===== src/rtl/cr_xp10_decomp_htf_pkg.sv =====
// Shared types and default sizes for the HTF BCT/SAT table reader.
package cr_xp10_decomp_htf_pkg;

  localparam int unsigned HTF_MAX_DEPTH = 27;
  localparam int unsigned HTF_WIDTH     = 10;

  typedef enum logic [1:0] {
    EMPTY,
    LOAD,
    READY,
    SEARCH
  } htf_state_e;

  // Table entries are sized by the package defaults.
  typedef struct packed {
    logic [HTF_MAX_DEPTH-2:0] bct;
    logic [HTF_WIDTH-1:0]     sat;
    logic                     vld;
  } htf_entry_t;

endpackage


===== src/rtl/cr_xp10_decomp_htf_bct_sat_reader_if.sv =====
// Table-write, lookup-request and result bus of the BCT/SAT reader.
interface cr_xp10_decomp_htf_bct_sat_reader_if
  import cr_xp10_decomp_htf_pkg::*;
#(
  parameter int unsigned MAX_DEPTH = HTF_MAX_DEPTH,
  parameter int unsigned WIDTH     = HTF_WIDTH
);
  localparam int unsigned AW = $clog2(MAX_DEPTH + 1);

  logic                 bct_sat_wen;
  logic [AW-1:0]        bct_sat_addr;
  logic                 bct_sat_last;
  logic                 bct_valid;
  logic [MAX_DEPTH-2:0] bct_data;
  logic [WIDTH-1:0]     sat_data;
  logic                 bct_sat_error;
  logic                 lkp_valid;
  logic [MAX_DEPTH-1:0] lkp_window;
  logic                 lkp_ready;
  logic                 sym_valid;
  logic [WIDTH-1:0]     sym_addr;
  logic [AW-1:0]        sym_len;
  logic                 sym_error;
  logic                 tbl_ready;
  logic                 tbl_error;

  modport master (
    output bct_sat_wen, bct_sat_addr, bct_sat_last, bct_valid, bct_data, sat_data,
           bct_sat_error, lkp_valid, lkp_window,
    input  lkp_ready, sym_valid, sym_addr, sym_len, sym_error, tbl_ready, tbl_error
  );

  modport slave (
    input  bct_sat_wen, bct_sat_addr, bct_sat_last, bct_valid, bct_data, sat_data,
           bct_sat_error, lkp_valid, lkp_window,
    output lkp_ready, sym_valid, sym_addr, sym_len, sym_error, tbl_ready, tbl_error
  );

endinterface


===== src/rtl/cr_xp10_decomp_htf_bct_sat_match.sv =====
// Single-length canonical-Huffman compare and symbol-address compute.
module cr_xp10_decomp_htf_bct_sat_match
  import cr_xp10_decomp_htf_pkg::*;
#(
  parameter  int unsigned MAX_DEPTH = HTF_MAX_DEPTH,
  parameter  int unsigned WIDTH     = HTF_WIDTH,
  localparam int unsigned AW        = $clog2(MAX_DEPTH + 1)
) (
  input  logic [MAX_DEPTH-1:0] window,
  input  logic [AW-1:0]        len,
  input  logic [AW-1:0]        last_len,
  input  htf_entry_t           ent,
  input  logic [MAX_DEPTH-2:0] bct_next,
  output logic                 hit,
  output logic [WIDTH-1:0]     addr
);

  logic [MAX_DEPTH-1:0] code;
  logic [MAX_DEPTH-1:0] first;

  always_comb begin
    code  = window >> (MAX_DEPTH - 32'(len));
    first = {ent.bct, 1'b0};
    addr  = WIDTH'(MAX_DEPTH'(ent.sat) + code - first);
    // Below the longest length, codes of length len end where length len+1 starts
    if (len == last_len) hit = ent.vld;
    else                 hit = ent.vld && (code < MAX_DEPTH'(bct_next));
  end

endmodule


===== src/rtl/cr_xp10_decomp_htf_bct_sat_reader.sv =====
// Captures the BCT/SAT table and serves lookups one code length per cycle.
module cr_xp10_decomp_htf_bct_sat_reader
  import cr_xp10_decomp_htf_pkg::*;
#(
  parameter int unsigned MAX_DEPTH = HTF_MAX_DEPTH,
  parameter int unsigned WIDTH     = HTF_WIDTH
) (
  input logic clk,
  input logic rst,
  cr_xp10_decomp_htf_bct_sat_reader_if.slave bus
);

  localparam int unsigned AW    = $clog2(MAX_DEPTH + 1);
  localparam int unsigned SLOTS = 2 ** AW;

  htf_state_e           state;
  htf_entry_t           tbl [SLOTS];
  logic [AW-1:0]        last_len;
  logic [AW-1:0]        cur_len;
  logic [MAX_DEPTH-1:0] win;
  logic                 wr_ok;
  logic                 hit;
  logic [WIDTH-1:0]     hit_addr;

  assign wr_ok = bus.bct_sat_wen && (bus.bct_sat_addr != '0) &&
                 (32'(bus.bct_sat_addr) <= MAX_DEPTH);

  cr_xp10_decomp_htf_bct_sat_match #(
    .MAX_DEPTH (MAX_DEPTH),
    .WIDTH     (WIDTH)
  ) u_match (
    .window   (win),
    .len      (cur_len),
    .last_len (last_len),
    .ent      (tbl[cur_len]),
    .bct_next (tbl[cur_len + 1'b1].bct),
    .hit      (hit),
    .addr     (hit_addr)
  );

  always_ff @(posedge clk) begin
    if (rst) begin
      state    <= EMPTY;
      for (int unsigned i = 0; i < SLOTS; i++) tbl[i].vld <= 1'b0;
      last_len <= '0;
      cur_len  <= '0;
      win      <= '0;
      bus.lkp_ready <= 1'b0;
      bus.sym_valid <= 1'b0;
      bus.sym_addr  <= '0;
      bus.sym_len   <= '0;
      bus.sym_error <= 1'b0;
      bus.tbl_ready <= 1'b0;
      bus.tbl_error <= 1'b0;
    end else begin
      bus.sym_valid <= 1'b0;
      bus.sym_error <= 1'b0;
      // Any table change under a running search ends it with an error result
      if ((bus.bct_sat_error || wr_ok) && state == SEARCH) begin
        bus.sym_valid <= 1'b1;
        bus.sym_error <= 1'b1;
        bus.sym_addr  <= '0;
        bus.sym_len   <= cur_len;
      end
      if (bus.bct_sat_error) begin
        for (int unsigned i = 0; i < SLOTS; i++) tbl[i].vld <= 1'b0;
        state         <= EMPTY;
        bus.tbl_error <= 1'b1;
        bus.tbl_ready <= 1'b0;
        bus.lkp_ready <= 1'b0;
      end else if (wr_ok) begin
        if (bus.bct_sat_addr == AW'(1)) begin
          for (int unsigned i = 0; i < SLOTS; i++) tbl[i].vld <= 1'b0;
          bus.tbl_error <= 1'b0;
        end
        tbl[bus.bct_sat_addr].bct <= bus.bct_data;
        tbl[bus.bct_sat_addr].sat <= bus.sat_data;
        tbl[bus.bct_sat_addr].vld <= bus.bct_valid;
        if (bus.bct_sat_last) begin
          last_len      <= bus.bct_sat_addr;
          state         <= READY;
          bus.tbl_ready <= 1'b1;
        end else begin
          state         <= LOAD;
          bus.tbl_ready <= 1'b0;
        end
        bus.lkp_ready <= bus.bct_sat_last && (state != SEARCH);
      end else begin
        case (state)
          READY: begin
            if (bus.lkp_valid && bus.lkp_ready) begin
              win           <= bus.lkp_window;
              cur_len       <= AW'(1);
              state         <= SEARCH;
              bus.lkp_ready <= 1'b0;
            end else begin
              bus.lkp_ready <= 1'b1;
            end
          end
          SEARCH: begin
            if (hit || cur_len == last_len) begin
              bus.sym_valid <= 1'b1;
              bus.sym_error <= !hit;
              bus.sym_addr  <= hit ? hit_addr : '0;
              bus.sym_len   <= cur_len;
              state         <= READY;
            end else begin
              cur_len <= cur_len + 1'b1;
            end
          end
          default: ;
        endcase
      end
    end
  end

endmodule


===== src/flat_wrapper.sv =====
// flat-port wrapper written by rule: the top's interface ports become plain ports
module cr_xp10_decomp_htf_bct_sat_reader_flat import cr_xp10_decomp_htf_pkg::*;
#(
  parameter int unsigned MAX_DEPTH = HTF_MAX_DEPTH,
  parameter int unsigned WIDTH     = HTF_WIDTH
)
  (clk, rst, bus_bct_sat_wen, bus_bct_sat_addr, bus_bct_sat_last, bus_bct_valid, bus_bct_data, bus_sat_data, bus_bct_sat_error, bus_lkp_valid, bus_lkp_window, bus_lkp_ready, bus_sym_valid, bus_sym_addr, bus_sym_len, bus_sym_error, bus_tbl_ready, bus_tbl_error);
  cr_xp10_decomp_htf_bct_sat_reader_if #(.MAX_DEPTH(MAX_DEPTH), .WIDTH(WIDTH)) bus_i ();
  input logic clk;
  input logic rst;
  input wire logic [$bits(bus_i.bct_sat_wen)-1:0] bus_bct_sat_wen;
  input wire logic [$bits(bus_i.bct_sat_addr)-1:0] bus_bct_sat_addr;
  input wire logic [$bits(bus_i.bct_sat_last)-1:0] bus_bct_sat_last;
  input wire logic [$bits(bus_i.bct_valid)-1:0] bus_bct_valid;
  input wire logic [$bits(bus_i.bct_data)-1:0] bus_bct_data;
  input wire logic [$bits(bus_i.sat_data)-1:0] bus_sat_data;
  input wire logic [$bits(bus_i.bct_sat_error)-1:0] bus_bct_sat_error;
  input wire logic [$bits(bus_i.lkp_valid)-1:0] bus_lkp_valid;
  input wire logic [$bits(bus_i.lkp_window)-1:0] bus_lkp_window;
  output wire logic [$bits(bus_i.lkp_ready)-1:0] bus_lkp_ready;
  output wire logic [$bits(bus_i.sym_valid)-1:0] bus_sym_valid;
  output wire logic [$bits(bus_i.sym_addr)-1:0] bus_sym_addr;
  output wire logic [$bits(bus_i.sym_len)-1:0] bus_sym_len;
  output wire logic [$bits(bus_i.sym_error)-1:0] bus_sym_error;
  output wire logic [$bits(bus_i.tbl_ready)-1:0] bus_tbl_ready;
  output wire logic [$bits(bus_i.tbl_error)-1:0] bus_tbl_error;
  assign bus_i.bct_sat_wen = bus_bct_sat_wen;
  assign bus_i.bct_sat_addr = bus_bct_sat_addr;
  assign bus_i.bct_sat_last = bus_bct_sat_last;
  assign bus_i.bct_valid = bus_bct_valid;
  assign bus_i.bct_data = bus_bct_data;
  assign bus_i.sat_data = bus_sat_data;
  assign bus_i.bct_sat_error = bus_bct_sat_error;
  assign bus_i.lkp_valid = bus_lkp_valid;
  assign bus_i.lkp_window = bus_lkp_window;
  assign bus_lkp_ready = bus_i.lkp_ready;
  assign bus_sym_valid = bus_i.sym_valid;
  assign bus_sym_addr = bus_i.sym_addr;
  assign bus_sym_len = bus_i.sym_len;
  assign bus_sym_error = bus_i.sym_error;
  assign bus_tbl_ready = bus_i.tbl_ready;
  assign bus_tbl_error = bus_i.tbl_error;
  cr_xp10_decomp_htf_bct_sat_reader #(.MAX_DEPTH(MAX_DEPTH), .WIDTH(WIDTH)) u_core (.clk(clk), .rst(rst), .bus(bus_i));
endmodule

===== config.mk =====
export PLATFORM = sky130hd
export DESIGN_NAME = cr_xp10_decomp_htf_bct_sat_reader_flat
export DESIGN_NICKNAME = d
export VERILOG_FILES = /design/src/rtl/cr_xp10_decomp_htf_pkg.sv /design/src/rtl/cr_xp10_decomp_htf_bct_sat_reader_if.sv /design/src/rtl/cr_xp10_decomp_htf_bct_sat_match.sv /design/src/rtl/cr_xp10_decomp_htf_bct_sat_reader.sv /design/src/flat_wrapper.sv
export SDC_FILE = /design/constraint.sdc
export NUM_CORES = 2
export LEC_CHECK = 0
export BUFFER_PORTS_ARGS = -buffer_cell sky130_fd_sc_hd__clkbuf_2
export CAP_MARGIN = 20
export CORE_ASPECT_RATIO = 1.2
export CORE_MARGIN = 4
export CORE_UTILIZATION = 63
export DETAILED_ROUTE_END_ITERATION = 12
export GPL_TIMING_DRIVEN = 0
export PLACE_DENSITY = 0.78
export SYNTH_ARGS = -nofsm -noshare
export SYNTH_HDL_FRONTEND = slang
export SYNTH_HIERARCHICAL = 1
export SYNTH_SLANG_ARGS = --single-unit

===== constraint.sdc =====
create_clock -name clk -period 6.3 [get_ports clk]
set_input_delay 1.26 -clock clk [delete_from_list [all_inputs] [get_ports clk]]
set_output_delay 1.26 -clock clk [all_outputs]
set_load 0.05 [all_outputs]

# Word level (Yosys, flattened, before mapping)
# Memories as Yosys holds them, arrays and structs flattened. A register that Yosys moved wholly into a read port is not among the register bits.
# Cells that the tools add are included.
[word_totals]
regBits = 59
ramBits = 1184
input_bits = 75
out_inout_bits = 20
elab_cells = 231
mem_count = 1
[memory_table]
columns = ["name", "words", "width", "read_ports", "rd_clocked_by_memory_dff", "write_ports", "line", "source"]
rows = [
  ["u_core.tbl", 32, 37, 2, 1, 33, "cr_xp10_decomp_htf_bct_sat_reader.sv:17", "htf_entry_t tbl [SLOTS];"],
]
[classes]
addsub = 4
magnitude_cmp = 2
n_eq_ne = 9
shift = 1
n_mux = 116
n_bitwise = 66
n_reduce_logical = 21
[op_table]
columns = ["op", "n"]
rows = [
  ["$mux W1", 95],
  ["$or A1 B1 Y1", 64],
  ["$mux W10", 6],
  ["$mux W5", 9],
  ["$shr A27 B32 Y27", 1],
  ["$lt A27 B26 Y1", 1],
  ["$add A10 B10 Y10", 1],
  ["$pmux W5 S2", 1],
  ["$sub A10 B10 Y10", 1],
  ["$mux W2", 4],
  ["$reduce_bool A2 Y1", 4],
  ["$logic_and A1 B1 Y1", 6],
  ["$reduce_and A3 Y1", 2],
  ["$sub A5 B5 Y6 const A", 1],
  ["$add A5 B1 Y5 const B", 1],
  ["$eq A5 B1 Y1 const B", 1],
  ["$eq A5 B5 Y1", 1],
  ["$le A5 B5 Y1 const B", 1],
  ["$reduce_and A5 Y1", 1],
  ["$reduce_bool A5 Y1", 1],
  ["$eq A2 B2 Y1 const B", 2],
  ["$ne A2 B2 Y1 const B", 2],
  ["$pmux W2 S2", 1],
  ["$reduce_and A4 Y1", 1],
  ["other kinds (9)", 11],
]

# Depth between registers and ports, before layout
[logic_depth]
word_depth = 10
ltp_mapped = 23
depth_no_buf = 19

# Cells and area by module
# Netlist, hierarchy kept.
[modules_own_cells]
columns = ["mod", "instances", "cells_each", "area_each_um2", "seq_area_each_um2"]
rows = [
  ["cr_xp10_decomp_htf_bct_sat_reader", 1, 2568, 54318.3, 36835.3],
  ["cr_xp10_decomp_htf_bct_sat_match", 1, 408, 2854.0, 0.0],
]

# Least setup slack after synthesis
# OpenSTA, ideal clock, no wires.
[synth_path]
path_type = "input to register"
start = "input port rst"
end = "memory u_core/tbl[20][10] (netlist name) (enable)"
setup_time_ns = 0.429
t_arrival_ns = 4.152
t_required_ns = 5.871
setup_slack_ns = 1.719
stages = 7
n_path_buf = 4
path_cell_list = "clkbuf_1 -> or2_2 -> clkbuf_1 -> or4_1 -> clkbuf_1 -> buf_2 -> nor2_1"
[synth_lines]
columns = ["item", "line", "source"]
rows = [
  ["from (decl)", "flat_wrapper.sv:10", "input logic rst;"],
  ["to (decl)", "cr_xp10_decomp_htf_bct_sat_reader.sv:17", ""],
]

==> results.sh <==
export IMPL_violations="negative setup slack"
export IMPL_ant_nets=0
export IMPL_drv_slew=0
export IMPL_gp_routability_congestion=0.910
export IMPL_wl_met2_um=73200
export IMPL_cp_start_kind="flop"
export IMPL_globalRouteTotalUtil_pct=33.6
export IMPL_grt_overflow_total=0
export IMPL_drc_errors=0
export IMPL_endpoint_kind="flop"
export IMPL_grt_pass1_wl_um=212000
export IMPL_whs_path_depth=2
export IMPL_power_density_nw_per_um2=276
export IMPL_rr_worst_depth=20
export IMPL_grt_start_max_net_pins=33
export IMPL_crit_arrival_ns=6.96
export IMPL_slew_headroom_pct=18.9
export IMPL_layout_drive_gt1_share_pct=27.3
export IMPL_syn_area_sq_um=53100
export IMPL_antenna_found_initial=8
export IMPL_instances_no_fill=4428
export IMPL_fin_crit_ns=6.32
export IMPL_drt_wl_total_um=148000
export IMPL_root_buffer="clkbuf_16"
export IMPL_post_cts_buffers=0
export IMPL_ys_warnings_count=6
export IMPL_nFillCells=4879
export IMPL_drt_met1_wl_um=49300
export IMPL_cts_sinks=1248
export IMPL_rows=116
export IMPL_max_clock_freq_ghz=0.158
export IMPL_setup_viol=2
export IMPL_synth_cells=2770
export IMPL_area_growth_pct=14.0
export IMPL_start_util_pct=63.6
export IMPL_dr_pass1_iters=8
export IMPL_post_route_period_util_pct=100
export IMPL_grt_pass1_vias=30600
export IMPL_hold_buffers=0
export IMPL_core_sq_um=83500
export IMPL_met3WireLength_um=16600
export IMPL_port_buffers=90
export IMPL_insertion_delay_ns=0.72
export IMPL_multi_input_area_sq_um=16000
export IMPL_worst_pin_slew_ns=1.22
export IMPL_cts_tree="done"
export IMPL_dieArea_sq_um=89000
export IMPL_post_route_util_pct=72.5
export IMPL_place_ws_ns=-0.795
export IMPL_status="finished, violations left"
export IMPL_maxCapViolations=0
export IMPL_ff2ff_setup_slack_ns=-0.02
export IMPL_fin_ws_ns=-0.0195
export IMPL_crit_required_ns=6.94
export IMPL_dp_cells=4206
export IMPL_hold_violations=0
export IMPL_cts_buffers=114
export IMPL_num_nets_final=3322
export IMPL_clkSlewWorstSetupHoldPaths_ns=0.06
export IMPL_path_class="reg2reg"
export IMPL_die_w_um=273
export IMPL_holdPathEnd="u_core/bus.tbl_ready"
export IMPL_htreeDepth=3
export IMPL_rsz0062_at_grt="no"
export IMPL_dr_max_layer_used="met5"
export IMPL_vias=30400
export IMPL_vdd_drop_max_uv=278
export IMPL_avgViaCountPerCell=6.86
export IMPL_wl_per_cell_um=33.4
export IMPL_place_hpwl_um=98400
export IMPL_hp_class="reg2reg"
export IMPL_hp_start="u_core/bus.tbl_ready"
export IMPL_die_h_um=326
export IMPL_drt_iter0_markers=4260
export IMPL_worstPathMaxFanout=10
export IMPL_regArea_sq_um=36800
export IMPL_synth_area_per_cell_sq_um=19.2
export IMPL_clock_path_buffers=3
export IMPL_ios=95
export IMPL_p_leak_nw=19.4
export IMPL_r2r_start="u_core/cur_len[4]"
export IMPL_final_setup_skew_ns=0.0569
-- worst max path at each step --
stage,to,slack (ns),from,cells past startpoint
3_5_place_dp,flop,-0.80,u_core/cur_len[1],20
5_1_grt,flop,0.01,u_core/cur_len[1],22
3_3_place_gp,u_core/tbl[12][31],-1.22,bus_bct_sat_addr[4],8
6_report,flop,-0.02,u_core/cur_len[4],20
4_1_cts,flop,0.1,u_core/cur_len[1],22
2_1_floorplan,u_core/tbl[20][10],1.72,rst,7
-- per-layer routing --
layer | vias to the layer above | global-route usage, %
met4 | 4 | 16.8
met5 | - | 0
met1 | 15500 | 42.7
met2 | 2291 | 54.9
met3 | 495 | 8.15
li1 | 12000 | -
-- registers in the layout (all words and copies together), names as in the netlist, 2 cells and up, named ones only --
signal,flops
u_core/tbl,1184
u_core/win,27
u_core/bus.sym_addr,10
u_core/bus.sym_len,5
u_core/cur_len,5
u_core/last_len,5
u_core/state,2
-- layout make-up --
type,instances,area share (%)
Timing Repair Buffer,134,2.11
Multi-Input combinational cell,1439,26.4
Clock inverter,71,1.27
Sequential cell,1248,60.9
Tap cell,1121,2.32
Clock buffer,141,4.93
Buffer,197,1.62
Antenna cell,8,0.0331
Inverter,69,0.428
-- what timing repair did --
action / CTS / global route
endpoints found under the hold margin: 0 / 0
setup endpoints to repair: 25 / 20
gates resized for setup: 25 / 20
-- per-stage QoR --
stage	power, mW	cell area (sq um)	hold slack [ns]	TNS [ns]
finish	16.7	60500	0.460	-0.0375
global route	17.2	60500	0.487	0
CTS	16.7	60400	0.462	0
detailed placement	9.88	56600	0.454	-8.64
global placement	9.83	55600	0.446	-757.37
floorplan	9.65	53800	0.433	0
-- power by group --
| group | leakage (nW) | internal [mW] | switching, mW |
|---|---|---|---|
| registers | 11.4 | 9.22 | 0.0439 |
| logic | 6.22 | 0.159 | 0.301 |
| clock network | 1.82 | 3.95 | 3.01 |
| total | 19.4 | 13.3 | 3.36 |
-- critical path, stage by stage (launching register included) --
cell	delay, ns
dfxtp_1	0.33
clkbuf_1	0.32
clkbuf_1	0.49
nand2_1	0.17
o21bai_1	0.31
buf_4	0.28
clkbuf_1	0.69
a32o_1	0.23
a221oi_1	0.06
inv_1	0.29
ha_1	0.31
a21o_1	0.18
a21o_1	0.18
a21oi_1	0.15
nor2_1	0.05
a2111oi_0	0.65
o22a_1	0.43
nor2_1	0.12
o211a_1	0.24
a311oi_4	0.48
a21o_1	0.25
-- placed cells by master (no fill, tap or decap), types with 36 or more instances in the layout --
cell type / instances
a21oi_1: 78
buf_2: 62
clkbuf_1: 102
clkbuf_16: 115
clkbuf_2: 103
conb_1: 185
dfxtp_1: 63
edfxtp_1: 1184
ha_1: 36
inv_1: 67
mux2i_1: 110
mux4_2: 414
nand2_1: 148
nor2_1: 97
o21ai_0: 57
(Power assumes the default switching activity.)
